<file path="config.mk">
export PLATFORM = sky130hd
export DESIGN_NAME = btn_event
export DESIGN_NICKNAME = d
export VERILOG_FILES = /design/src/rtl/btn_event.sv
export SDC_FILE = /design/constraint.sdc
export NUM_CORES = 1
export LEC_CHECK = 0
export CAP_MARGIN = 20
export CORE_MARGIN = 2
export CORE_UTILIZATION = 50
export DETAILED_ROUTE_END_ITERATION = 10
export PLACE_DENSITY = 0.76
export SLEW_MARGIN = 20
export SYNTH_ARGS = -nofsm -noshare
export SYNTH_HDL_FRONTEND = slang
export SYNTH_SLANG_ARGS = --single-unit
</file>
<file path="constraint.sdc">
create_clock -name cclk -period 2 [get_ports cclk]
set_input_delay 0.2 -clock cclk [delete_from_list [all_inputs] [get_ports cclk]]
set_output_delay 0.2 -clock cclk [all_outputs]
set_load 0.05 [all_outputs]
</file>
<file path="src/rtl/btn_event.sv">
// Button event classifier: turns the debounced button level into press,
// short-release, long-press and auto-repeat pulses for the time-set logic.
module btn_event #(
    parameter int unsigned LONG_MS   = 1000,
    parameter int unsigned REPEAT_MS = 200,
    parameter int unsigned CW        = 16
) (
    input  logic cclk,
    input  logic clr,
    input  logic tick_1ms,
    input  logic btn_db,
    output logic press_p,
    output logic short_p,
    output logic long_p,
    output logic rpt_p,
    output logic held
);

    localparam logic [CW-1:0] LONG_LAST = CW'(LONG_MS - 1);
    localparam logic [CW-1:0] RPT_LAST  = CW'(REPEAT_MS - 1);

    typedef enum logic [1:0] {
        IDLE   = 2'd0,
        HOLD   = 2'd1,
        REPEAT = 2'd2
    } state_t;

    state_t        state_q, state_n;
    logic [CW-1:0] cnt_q, cnt_n;
    logic          btn_q;
    logic          press_n, short_n, long_n, rpt_n, held_n;

    // btn_q resets high so a button already down at reset needs a fresh press
    always_ff @(posedge cclk or posedge clr) begin
        if (clr) begin
            state_q <= IDLE;
            cnt_q   <= '0;
            btn_q   <= 1'b1;
            press_p <= 1'b0;
            short_p <= 1'b0;
            long_p  <= 1'b0;
            rpt_p   <= 1'b0;
            held    <= 1'b0;
        end else begin
            state_q <= state_n;
            cnt_q   <= cnt_n;
            btn_q   <= btn_db;
            press_p <= press_n;
            short_p <= short_n;
            long_p  <= long_n;
            rpt_p   <= rpt_n;
            held    <= held_n;
        end
    end

    // Next state and event decode; a release always wins over a tick
    always_comb begin
        state_n = state_q;
        cnt_n   = cnt_q;
        press_n = 1'b0;
        short_n = 1'b0;
        long_n  = 1'b0;
        rpt_n   = 1'b0;
        case (state_q)
            IDLE: begin
                cnt_n = '0;
                if (btn_db && !btn_q) begin
                    state_n = HOLD;
                    press_n = 1'b1;
                end
            end
            HOLD: begin
                if (!btn_db) begin
                    state_n = IDLE;
                    short_n = 1'b1;
                    cnt_n   = '0;
                end else if (tick_1ms && (cnt_q == LONG_LAST)) begin
                    state_n = REPEAT;
                    long_n  = 1'b1;
                    cnt_n   = '0;
                end else if (tick_1ms) begin
                    cnt_n = cnt_q + CW'(1);
                end
            end
            REPEAT: begin
                if (!btn_db) begin
                    state_n = IDLE;
                    cnt_n   = '0;
                end else if (tick_1ms && (cnt_q == RPT_LAST)) begin
                    rpt_n = 1'b1;
                    cnt_n = '0;
                end else if (tick_1ms) begin
                    cnt_n = cnt_q + CW'(1);
                end
            end
            default: begin
                state_n = IDLE;
                cnt_n   = '0;
            end
        endcase
        held_n = (state_n != IDLE);
    end

endmodule

</file>
======== Word level (Yosys, flattened, before mapping) ========
Cells that the tools add are included.
operators by class
  add/sub/neg operators ................... 1
  equal/unequal tests ..................... 4
  muxes and demuxes ....................... 21
  reduce and logical (&&, ||, !) cells .... 6
operators by type and width
  operator                 number
  $mux W16                 5
  $pmux W16 S2             1
  $add A16 B1 Y16 const B  1
  $eq A16 B10 Y1 const B   1
  $eq A16 B8 Y1 const B    1
  $mux W1                  10
  $mux W2                  4
  $pmux W2 S3              1
  $logic_and A1 B1 Y1      3
  $eq A2 B1 Y1 const B     1
  $eq A2 B2 Y1 const B     1
  $logic_not A2 Y1         1
  $reduce_bool A2 Y1       1
  $logic_not A1 Y1         1
storage, ports and cells
  bits in registers ....................... 24
  input bits .............................. 4
  logic and storage cells ................. 40

======== Depth between registers and ports, before layout ========
Gate-level depths: netlist of the first run.
  word-level depth ........................ 6
  mapped depth ............................ 6
  mapped depth without buffers ............ 6

======== Least setup slack after synthesis of the first run ========
Ideal clock, no wire load.
  path type ............................... flip-flop to flip-flop
  start point ............................. register cnt_q[11]
  end point ............................... register cnt_q[11]
  arrival time ............................ 1419 ps
  required time ........................... 1881 ps
  setup slack ............................. 462 ps
  stages on the path, launching flop included .. 6
  buffers on the path ..................... 1
  clock period less this slack ............ 1538 ps
  cells stage by stage .................... dfrtp_1 > nor4_2 > nand4_2 > a22oi_4 > buf_6 > nor2_1
between the ends
  longest elaborated chain between the ends .. 5
  elaborated cells between the ends (all ways) .. 11
RTL lines
  item                                           line    RTL
  start: declaration                             29      logic [CW-1:0] cnt_q, cnt_n;
  start signal: assignment                       46      cnt_q <= cnt_n;
  $add A16 B1 Y16, or another cell as far along  82, 93
  $mux W16, or another cell as far along         81, 92
  $mux W16 (on tied branches)                    89, 77
  $mux W16 (on tied branches)                    86, 73
  $pmux W16 S2 *                                 64      case (state_q)
  net cnt_n[11]                                  29
Mark *: on every way through the listed nets, which the timed path passes. The rest lies on a longest branch.

======== Worst setup path in the final report of the first run ========
  start point ............................. register cnt_q[11]
  end point ............................... register cnt_q[7]
between the ends
  longest elaborated chain between the ends .. 5
  elaborated cells between the ends (all ways) .. 9
RTL lines
  item                                                    line
  $eq A16 B8 Y1 / $eq A16 B10 Y1 (equally long branches)  89, 77
  $logic_and A1 B1 Y1 (on tied branches)                  89, 77
  $mux W16 (on tied branches)                             89, 77
  $mux W16 (on tied branches)                             86, 73
  $pmux W16 S2 *                                          64
  net cnt_n[7]                                            29
Marked as above.

==> results.ini, run 1 <==
[global_route]
grt_pass1_vias = 895
antenna_found_initial = 0
grt_max_degree = 25
grt_pass1_wl_um = 3910
grtUsageTotal_pct = 18.5
overflow = 0

[cts]
ctsResizeCount = 0
root_buffer = clkbuf_4
clkTransAtPathRegs_ns = 0.13
cts_buffers = 3
cts-htree-levels = 1
clock_path_buffers = 2
cts_sinks = 24
cts_tree = done
cts_hold_buf = 0
post_cts_buffers = 0
clk_latency_ns = 0.31

[synthesis]
ys.flop_type = dfrtp_1
synth_most_common_cell = dfrtp_1
ys_seq_area_share_pct = 47.8
synth-edff-count = 0
synth_top_cell_by_area = dfrtp_1
synth_area_um2 = 1260
synth_area_leaders = dfrtp_1 (46%), xnor2_1 (8.3%), nor2_1 (6.0%)
avgSynthCellArea_um2 = 10.2
yosys-top-cells-count = dfrtp_1 (23), nor2_1 (20), xnor2_1 (12)
ys_ff_latch = 24
synthesis.nets = 132
syn_inst = 123
synthDistinctLibCells = 32
async_flop_share_pct = 100
ys_warn_count = 0
synth_top_area_share_pct = 45.7

[sta]
finalSetupViolCount = 0
fin_setup_tns_ns = 0
hold_viol_final = 0
max_freq_mhz = 562
tightest_slew_ns = 0.497
skew_ns = 0.00761
rsz0062_at_grt = false
finalCriticalPeriod_ns = 1.78
drv_slew = 0
fin_crit_sh_pct = 89.0
hold_slack_ns = 0.206
relSlewSlack_pct = 66.8

[worst_setup_path]
crit_family = simple AND/OR/NAND/NOR gates
slowest_stage = dfrtp_1
cp_max_fo = 16
crit_type = register to register
crit_buf_inv = 0
crit_path_cell_trace = nor4_2 > nand4_2 > a22oi_4 > nor2_1
crit_required_ns = 2.19
reg2reg_to = cnt_q[7]
critPathLaunchType = register
rrSetupSlack_ns = 0.22
max_stage_delay_ns = 0.47
reg2reg_depth = 4
arrival_ns = 1.97
timing.rr.start = cnt_q[11]
crit_path_end_kind = register

[final_layout]
fillerInstances = 218
multi_input_area_um2 = 604
seq_area_um2 = 602
layout-drive-gt1-share_pct = 8.89
antennaDiodeCount = 0
area_delta_synth_final_pct = 12.1
stdcell_count = 165
finalInstanceArea_um2 = 1410
nets = 145

[placed_design]
io_buffers = 8
post_dp_cell_area_um2 = 1380
hpwlAfterDp_um = 1610
gp_congestion = 0.799
post-place-cells = 161

[drt]
vias_per_cell = 5.58
dr_total_vias = 920
detail_route.wl_per_cell_um = 13.6
ant_nets = 0
drt_wl_total_um = 2240
drcViolationCount = 0
dr.first_iter.drc_count = 17
firstDrtPassIters = 4

[floorplanning]
die_h_um = 54.2
start_util_pct = 51.8
die_area_um2 = 2940
ios = 9
rows = 18
fp.dieW_um = 54.2
coreArea_um2 = 2430

[min_path]
hp-class = primary input to asynchronous set/reset pin

[power]
cellLeakagePower_uw = 0.000596
finalPower_uw = 1030
ir_drop_v = 0.000552
power.density_nw_per_um2 = 727

[flow_run]
maxCapViolCount = 0

[status]
status = completed

==> tightest hold or removal path, delay by kind of cell <==
family | cells | cell delay [ns]
buffers and inverters | 3 | 0.73
==> through the flow <==
step / setup WS, ns / utilization [%]
after floorplan: 0.462 / -
after global placement: 0.167 / 56.6
after detailed placement: 0.0914 / 56.6
after CTS: 0.210 / 58.1
after global routing: 0.0545 / 58.1
final: 0.219 / 58.1
==> worst max path at each step <==
stage | startpoint | end | slack [ns] | cells after the start
floorplan | cnt_q[11] | cnt_q[11] | 0.46 | 5
global placement | tick_1ms | cnt_q[12] | 0.17 | 5
detailed placement | tick_1ms | cnt_q[9] | 0.09 | 5
CTS | cnt_q[11] | cnt_q[7] | 0.21 | 4
global route | cnt_q[11] | cnt_q[7] | 0.05 | 4
finish | cnt_q[11] | cnt_q[7] | 0.22 | 4
==> state kept, by name, indices dropped and copies added, names as in the netlist <==
name     cells
cnt_q       16
short_p      1
long_p       1
held         1
press_p      1
state_q      2
rpt_p        1
btn_q        1
==> layer usage <==
| layer | GRT usage (%) | vias up | share of wire [%] |
|---|---|---|---|
| li1 | - | 448 | - |
| met1 | 22.0 | 449 | 44 |
| met2 | 32.5 | 19 | 51 |
| met3 | 2.50 | 4 | 2.8 |
| met4 | 8.75 | 0 | 1.5 |
| met5 | 0 | - | 0 |
==> cell type report <==
| cell class | count | share of cell area [%] |
|---|---|---|
| clock buffer | 4 | 2.57 |
| sequential | 24 | 42.6 |
| timing repair buffer | 11 | 7.26 |
| inverter | 8 | 2.13 |
| multi-input combinational | 88 | 42.8 |
| tap | 30 | 2.66 |
==> where the power goes <==
group	internal [µW]	switching, µW	total, µW
clock network	111	140	251
logic	93.6	151	245
registers	514	17.0	531
==> placed cells by master (no fill, tap or decap), types with 2 or more instances in the layout <==
master / instances
buf_4: 3
nand3_1: 4
nor3_1: 4
nor4_1: 5
xnor2_1: 12
dfrtp_1: 23
inv_1: 8
nand2_1: 8
o21ai_0: 2
clkbuf_4: 3
clkdlybuf4s50_1: 8
nand4_1: 6
nor2_1: 20
and4_1: 3
xor2_1: 3
ha_1: 5
and3_1: 2
==> cells by family after synthesis <==
kind of cell / count (synthesis) / synth area share, %
AND/OR/NAND/NOR: 60 / 26.7
XOR/XNOR: 15 / 10.4
flip-flops: 24 / 47.8
AO/OA/AOI/OAI: 7 / 5.06
adder cells (fa/ha/maj): 5 / 4.97
multiplexers: 1 / 0.794
buffers and inverters: 11 / 4.27
No activity file was read; power rests on OpenSTA's default activity.
==> run 2, diff against run 1 <==
--- a/config.mk
+++ b/config.mk
@@ -5,7 +5,6 @@
 export SDC_FILE = /design/constraint.sdc
 export NUM_CORES = 1
 export LEC_CHECK = 0
-export CAP_MARGIN = 20
 export CORE_MARGIN = 2
 export CORE_UTILIZATION = 50
 export DETAILED_ROUTE_END_ITERATION = 10
==> results of run 2 <==
Final layout, timing and power as in run 1 (identical DEF).
==> run 3, diff against run 2 <==
--- a/config.mk
+++ b/config.mk
@@ -13,3 +13,4 @@
 export SYNTH_ARGS = -nofsm -noshare
 export SYNTH_HDL_FRONTEND = slang
 export SYNTH_SLANG_ARGS = --single-unit
+export TNS_END_PERCENT = 50
==> results of run 3 <==
Final layout, timing and power as in run 1 (identical DEF).
